$ cat src/rtl/kronos_types.sv
// Shared types for the Kronos memory arbiter: requester identity and the
// arbiter FSM state encoding.
package kronos_types;

    typedef enum logic {
        ARB_INSTR = 1'b0,
        ARB_DATA  = 1'b1
    } arb_owner_t;

    typedef enum logic [1:0] {
        ST_IDLE  = 2'd0,
        ST_INSTR = 2'd1,
        ST_DATA  = 2'd2
    } arb_state_t;

    // Locked state that corresponds to a given owner.
    function automatic arb_state_t owner_state(arb_owner_t o);
        return (o == ARB_INSTR) ? ST_INSTR : ST_DATA;
    endfunction

endpackage

$ cat src/rtl/kronos_mem_arb.sv
// Kronos memory arbiter: shares one single-port memory between the fetch
// unit and the LSU. Arbitration is combinational (zero-cycle latency); a
// multi-cycle access locks the owner until mem_gnt or until the owner drops
// its request (abort).
// Build option: KRONOS_ARB_RR_EN selects round-robin between simultaneous
// requesters; without it the LSU always wins a tie.
module kronos_mem_arb
    import kronos_types::*;
(
    input  logic        clk,
    input  logic        rstz,

    input  logic [31:0] instr_addr,
    input  logic        instr_req,
    output logic [31:0] instr_data,
    output logic        instr_gnt,

    input  logic [31:0] data_addr,
    input  logic [31:0] data_wr_data,
    input  logic        data_rd_req,
    input  logic        data_wr_req,
    output logic [31:0] data_rd_data,
    output logic        data_gnt,

    output logic [31:0] mem_addr,
    output logic [31:0] mem_wr_data,
    output logic        mem_rd_req,
    output logic        mem_wr_req,
    input  logic [31:0] mem_rd_data,
    input  logic        mem_gnt
);

    arb_state_t state, state_nxt;
    arb_owner_t pick;
    arb_owner_t owner;
    logic       data_req;
    logic       active;

`ifdef KRONOS_ARB_RR_EN
    arb_owner_t last_owner;
`endif

    assign data_req = data_rd_req | data_wr_req;

    // Tie-break between requesters, only consulted in IDLE.
    always_comb begin
        pick = ARB_DATA;
        if (instr_req && data_req) begin
`ifdef KRONOS_ARB_RR_EN
            pick = (last_owner == ARB_INSTR) ? ARB_DATA : ARB_INSTR;
`else
            // The load/store belongs to an older instruction and the
            // pipeline is stalled behind it, so it goes first.
            pick = ARB_DATA;
`endif
        end else if (instr_req) begin
            pick = ARB_INSTR;
        end
    end

    // FSM next state, owner selection and memory/grant routing.
    always_comb begin
        state_nxt   = ST_IDLE;
        owner       = pick;
        active      = 1'b0;
        mem_addr    = '0;
        mem_wr_data = '0;
        mem_rd_req  = 1'b0;
        mem_wr_req  = 1'b0;
        instr_gnt   = 1'b0;
        data_gnt    = 1'b0;

        case (state)
            ST_IDLE: begin
                owner  = pick;
                active = instr_req | data_req;
            end
            ST_INSTR: begin
                owner  = ARB_INSTR;
                active = instr_req;
            end
            ST_DATA: begin
                owner  = ARB_DATA;
                active = data_req;
            end
            default: begin
                owner  = pick;
                active = 1'b0;
            end
        endcase

        // Reset drops any in-flight access immediately.
        if (!rstz) active = 1'b0;

        if (active) begin
            if (owner == ARB_INSTR) begin
                mem_addr   = instr_addr;
                mem_rd_req = 1'b1;
                instr_gnt  = mem_gnt;
            end else begin
                mem_addr    = data_addr;
                mem_wr_data = data_wr_data;
                mem_rd_req  = data_rd_req;
                // A read wins if the LSU ever raises both.
                mem_wr_req  = data_wr_req & ~data_rd_req;
                data_gnt    = mem_gnt;
            end
        end

        // Lock while the access is outstanding; completion or abort
        // (owner request gone) both return to IDLE.
        if (active && !mem_gnt) state_nxt = owner_state(owner);
    end

    // Read data is broadcast; the grant says who it is for.
    assign instr_data   = rstz ? mem_rd_data : '0;
    assign data_rd_data = rstz ? mem_rd_data : '0;

    // FSM state register.
    always_ff @(posedge clk or negedge rstz) begin
        if (!rstz) state <= ST_IDLE;
        else       state <= state_nxt;
    end

`ifdef KRONOS_ARB_RR_EN
    // Remember who completed last so ties alternate.
    always_ff @(posedge clk or negedge rstz) begin
        if (!rstz)                  last_owner <= ARB_INSTR;
        else if (active && mem_gnt) last_owner <= owner;
    end
`endif

endmodule

$ cat config.mk
export PLATFORM = sky130hd
export DESIGN_NAME = kronos_mem_arb
export DESIGN_NICKNAME = d
export VERILOG_FILES = /design/src/rtl/kronos_types.sv /design/src/rtl/kronos_mem_arb.sv
export SDC_FILE = /design/constraint.sdc
export NUM_CORES = 1
export LEC_CHECK = 0
export ABC_AREA = 1
export CAP_MARGIN = 40
export CORE_AREA = 3 3 103 105
export CTS_CLUSTER_DIAMETER = 80
export DETAILED_ROUTE_END_ITERATION = 16
export DIE_AREA = 0 0 106 108
export GPL_TIMING_DRIVEN = 0
export PLACE_DENSITY = 0.73
export SLEW_MARGIN = 20
export SYNTH_ARGS = -nofsm -noshare
export SYNTH_HDL_FRONTEND = slang
export SYNTH_SLANG_ARGS = --single-unit
$ cat constraint.sdc
create_clock -name clk -period 4.6 [get_ports clk]
set_input_delay 1.38 -clock clk [delete_from_list [all_inputs] [get_ports clk]]
set_output_delay 1.38 -clock clk [all_outputs]
set_load 0.05 [all_outputs]
==> flow_summary.ini, run 1 <==
[status]
status = finished, final reports clean

[global_routing]
grt_pass1_vias = 2934
grt_pass1_wl_um = 14400
grt_util_all_layers = 0.157
antenna_found_initial = 0
grt_max_degree = 11
globalRouteOverflowTotal = 0

[worst_setup_path]
crit_path_end_kind = primary output
arrival_ns = 3.11
cp_common_cell = clkdlybuf4s50_1
crit_buf_inv = 5
crit_type = in -> out
slowest_stage = clkdlybuf4s50_1
crit_path_max_fanout = 6
cp.required_ns = 3.22
cp-start-kind = input port
crit_chain = clkdlybuf4s50_1, clkbuf_4, nand2_1, inv_1, buf_4, clkdlybuf4s50_1
critical_path.max_stage_delay_ns = 0.79
cpLargestDelayFamily = buffers and inverters
rrSetupSlack_ns = 2.99

[final_layout]
largest_register_ffs = 2
antenna_cells = 0
utilization = 0.427
final_common_cell = clkdlybuf4s50_1
layout.nets = 726
top_regs = state (2)
final_cells = 719
largest_register = state
layout.cells.most_common_list = clkdlybuf4s50_1, nand2_1, buf_2
layout-drive-gt1-share = 0.382
area_delta_synth_final_pct = 143

[sta]
slew_violations = 0
max_freq_mhz = 223
post-route-min-period_ns = 4.49
skew_ns = 0.00229
slew_headroom = 0.659
fin_ws_ns = 0.111
fin_crit_sh = 0.976
finalHoldViolCount = 0
worst_hold_slack_ns = 0.753
setup_violations = 0
rsz0062_at_grt = no
worst_pin_slew_ns = 0.510

[die]
die_w_um = 106
die_h_um = 108
fp.dieArea_um2 = 11400
core_area_um2 = 9730
rows = 36
ios = 266
initial_core_util = 0.176

[route]
drt-initial-drc-count = 112
wl_per_cell_um = 13.7
drt_wl_total_um = 9820
dr.pass1.iters = 4
vias = 2860
viasPerCell = 3.98
drc_errors = 0
ant_nets = 0

[clock_network]
path_clk_slew_ns = 0.03
cts_root_buf = clkbuf_8
cts_hold_buf = 0
clockBufferDepth = 2
tritoncts = done
clkLatencyLatePin_ns = 0.21
numCtsBuffers = 3
postCtsSetupRepairBufs = 0
cts-htree-levels = 1
clkSinkCount = 2

[placement]
placed_cells = 716
routabilityCongestion = 0.843
dp_hpwl_um = 8500
portBuffers = 265
detailedPlace.worstSlack_ns = -0.455

[power]
ir_worst_vdd_mv = 0.0790
power.total_mw = 0.866
p_per_area_nw_per_um2 = 208
p_leak_nw = 2.27

[run]
drv_cap = 0

[yosys]
synth_warnings = 0
synth_area_um2 = 1710
syn_avg_cell_area_um2 = 5.37
synth-seq-cells = 2
yosysSeqAreaShare = 0.0293
synthCells = 318
synth.distinct_cells = 21
synth_nets = 456

[hold_path]
hold_path_class = reg -> reg
-- worst paths after layout --
path                       startpoint              to  cells past startpoint
setup / recovery                 rstz  instr_data[31]                      6
hold / removal               state[1]        state[0]                      4
setup reg to reg             state[0]        state[0]                      8
hold reg to reg              state[1]        state[0]                      4
max in group asynchronous        rstz        state[1]                      1
min in group asynchronous        rstz        state[0]                      1
-- layer usage --
layer	routed length, µm	vias to the layer above	share of wire	track usage
li1	-	1463	-	-
met1	3480	1235	0.35	0.161
met2	5240	144	0.53	0.311
met3	844	18	0.086	0.0382
met4	267	0	0.027	0.0546
met5	0	-	0	0
-- worst min-delay path, delay by kind of cell, from the launching register on --
| family | cells | cell delay [ns] |
|---|---|---|
| flops | 1 | 0.36 |
| fa+ha+maj | 1 | 0.17 |
| simple gates | 3 | 0.18 |
-- timing repair --
action,4_1_cts,5_1_grt
endpoints found under the hold margin,0,0
resized for setup,311,203
setup endpoints to repair,128,121
-- power by group --
part	switching, mW	total [mW]	internal, mW
Sequential	0.000915	0.0198	0.0189
Combinational	0.513	0.778	0.265
Clock	0.0136	0.0689	0.0553
Total	0.527	0.866	0.339
-- area by class of cell --
| type | instances | area (µm²) |
|---|---|---|
| Buffer | 55 | 404 |
| Clock buffer | 3 | 41.3 |
| Fill cell | 1057 | 5570 |
| Inverter | 43 | 164 |
| Multi-Input combinational cell | 218 | 1100 |
| Sequential cell | 2 | 50.0 |
| Tap cell | 133 | 166 |
| Timing Repair Buffer | 265 | 2240 |
-- stage by stage --
step | TNS (ns) | area (µm²)
3_3_place_gp | -42.22 | 4530
4_1_cts | 0 | 4610
5_1_grt | 0 | 4160
2_1_floorplan | 0 | 1710
3_5_place_dp | -43.11 | 4530
6_report | 0 | 4160
-- cells in the mapped netlist, drive strengths merged --
cell type / count / share of area
nand2: 107 / 0.26
buf: 52 / 0.23
inv: 43 / 0.096
nor2: 39 / 0.12
a21oi: 32 / 0.13
nand3: 32 / 0.094
ha: 4 / 0.029
clkbuf: 3 / 0.0066
dfrtp: 2 / 0.029
nor3: 2 / 0.0059
nand3b: 1 / 0.0044
o21ai: 1 / 0.0029
-- kinds of logic (layout without fill, tap and decap cells) --
| logic type | Yosys count | in the layout | share of synthesized area |
|---|---|---|---|
| buffers and inverters | 98 | 366 | 0.329 |
| adder cells (fa/ha/maj) | 4 | 4 | 0.0293 |
| AO/OA/AOI/OAI | 33 | 33 | 0.134 |
| flip-flops | 2 | 2 | 0.0293 |
| AND/OR/NAND/NOR | 181 | 181 | 0.479 |
(Power assumes the default switching activity.)
==> run 2, diff against run 1 <==
--- a/config.mk
+++ b/config.mk
@@ -7,10 +7,10 @@
 export LEC_CHECK = 0
 export ABC_AREA = 1
 export CAP_MARGIN = 40
-export CORE_AREA = 3 3 103 105
+export CORE_AREA = 2 2 102 104
 export CTS_CLUSTER_DIAMETER = 80
 export DETAILED_ROUTE_END_ITERATION = 16
-export DIE_AREA = 0 0 106 108
+export DIE_AREA = 0 0 104 106
 export GPL_TIMING_DRIVEN = 0
 export PLACE_DENSITY = 0.73
 export SLEW_MARGIN = 20
==> run 2 against run 1 <==
Compared with the run above: via count is 0.56% higher; utilization is 0.97 points lower; die area is 3.7% lower; wire length is 5.5% lower.
==> flow_summary.ini, run 2 (synthesis results as in run 1) <==
[route]
vias = 2876
ant_nets = 0
drt-initial-drc-count = 114
drc_errors = 0
wl_per_cell_um = 12.9
viasPerCell = 3.98
drt_wl_total_um = 9280
dr.pass1.iters = 4

[worst_setup_path]
cp_common_cell = clkdlybuf4s50_1
arrival_ns = 3.13
cp-start-kind = input port
crit_chain = clkdlybuf4s50_1, buf_2, nand2_1, inv_1, buf_4, clkdlybuf4s50_1
r2r_end = state[0]
crit_path_end_kind = primary output
slowest_stage = clkdlybuf4s50_1
r2r_cells = 8
rrSetupSlack_ns = 2.99
rr_startpoint = state[0]
critical_path.max_stage_delay_ns = 0.79
crit_type = in -> out
crit_path_max_fanout = 6
cp.required_ns = 3.22

[sta]
post-route-min-period_ns = 4.51
fin_ws_ns = 0.0903
worst_pin_slew_ns = 0.513
setup_tns_ns = 0
rsz0062_at_grt = yes
max_freq_mhz = 222
setup_violations = 0
slew_headroom = 0.657
worst_hold_slack_ns = 0.750
slew_violations = 0
finalHoldViolCount = 0
skew_ns = 0.000453
fin_crit_sh = 0.980

[clock_network]
cts_hold_buf = 0
path_clk_slew_ns = 0.03
clockBufferDepth = 2
tritoncts = done
cts_root_buf = clkbuf_8
numCtsBuffers = 3
postCtsSetupRepairBufs = 0
clkSinkCount = 2
cts-htree-levels = 1
clkLatencyLatePin_ns = 0.21

[die]
fp.dieArea_um2 = 11000
ios = 266
core_area_um2 = 10000
initial_core_util = 0.171
rows = 37
die_w_um = 104
die_h_um = 106

[final_layout]
fillers = 1104
layout.cells.most_common_list = clkdlybuf4s50_1, nand2_1, buf_2
top_regs = state (2)
final_common_cell = clkdlybuf4s50_1
antenna_cells = 0
layout.nets = 726
largest_register = state
final_cells = 722
layout-drive-gt1-share = 0.404
largest_register_ffs = 2
area_delta_synth_final_pct = 144

[global_routing]
grt_max_degree = 11
grt_pass1_wl_um = 14000
grt_util_all_layers = 0.155
grt_pass1_vias = 2894
globalRouteOverflowTotal = 0
antenna_found_initial = 0

[hold_path]
hold_path_class = reg -> reg
min_path_cells = 4
holdPathEnd = state[0]
worstHoldStart = state[0]

[power]
p_per_area_nw_per_um2 = 208
ir_worst_vdd_mv = 0.0900
p_leak_nw = 2.24
power.total_mw = 0.869

[placement]
routabilityCongestion = 0.828
dp_hpwl_um = 8030
placed_cells = 719
detailedPlace.worstSlack_ns = -0.447
portBuffers = 265

[run]
drv_cap = 0

[status]
status = finished, final reports clean
run 2: cell count changes in the layout (fill, tap and decap cells not counted), sizes merged:
cell           change
clkdlybuf4s15      +5
buf                -6
clkbuf             +6
dlygate4sd2        -8
clkdlybuf4s18      +3
run 2: layer usage:
layer	vias to the layer above	track usage	part of all wire
met2	137	0.311	0.54
met5	-	0	0
met4	0	0.0405	0.013
met3	10	0.0258	0.061
met1	1262	0.166	0.39
li1	1467	-	-
run 2: layout make-up:
class | instances | area [µm²] | share of cell area
repair buffers | 265 | 2250 | 0.539
multi-input cells | 218 | 1100 | 0.263
plain buffers | 55 | 402 | 0.0961
well taps | 136 | 170 | 0.0407
inverters | 43 | 164 | 0.0392
flip-flops and latches | 2 | 50.0 | 0.0120
clock buffers | 3 | 41.3 | 0.00988
run 2: critical path: cells and delay by family:
family,cells,cell delay (ns)
buffers and inverters,5,1.68
and+or+nand+nor,1,0.06
run 2: what timing repair did:
item,CTS,global route
gates resized for setup,333,187
endpoints found under the hold margin,0,0
pin swaps,0,0
endpoints found under the setup margin,128,110
run 2: how the worst max path moves through the flow:
stage               start              end  slack (ns)
floorplan            rstz         data_gnt        0.31
global placement     rstz  mem_wr_data[19]       -0.43
detailed placement   rstz  mem_wr_data[19]       -0.45
CTS                  rstz      mem_addr[0]      0.0009
global route         rstz  mem_wr_data[23]     -0.0001
finish               rstz   instr_data[31]        0.09
run 2: per-stage QoR:
| stage | util | cell area (µm²) |
|---|---|---|
| final | 0.418 | 4180 |
| after CTS | 0.461 | 4610 |
| after global routing | 0.418 | 4180 |
| after detailed placement | 0.453 | 4530 |
| after global placement | 0.453 | 4530 |
| after floorplan | - | 1710 |
run 2: report_power, final:
group	internal, mW	leakage (nW)	switching, mW	total, mW
sequential	0.0189	0.0271	0.000996	0.0199
clock	0.0554	0.0216	0.0146	0.0700
combinational	0.267	2.19	0.512	0.779
==> run 3, diff against run 2 <==
--- a/config.mk
+++ b/config.mk
@@ -6,7 +6,7 @@
 export NUM_CORES = 1
 export LEC_CHECK = 0
 export ABC_AREA = 1
-export CAP_MARGIN = 40
+export CAP_MARGIN = 20
 export CORE_AREA = 2 2 102 104
 export CTS_CLUSTER_DIAMETER = 80
 export DETAILED_ROUTE_END_ITERATION = 16
==> results of run 3 <==
Same layout as run 2: the final DEF is identical, and so are final timing and power.
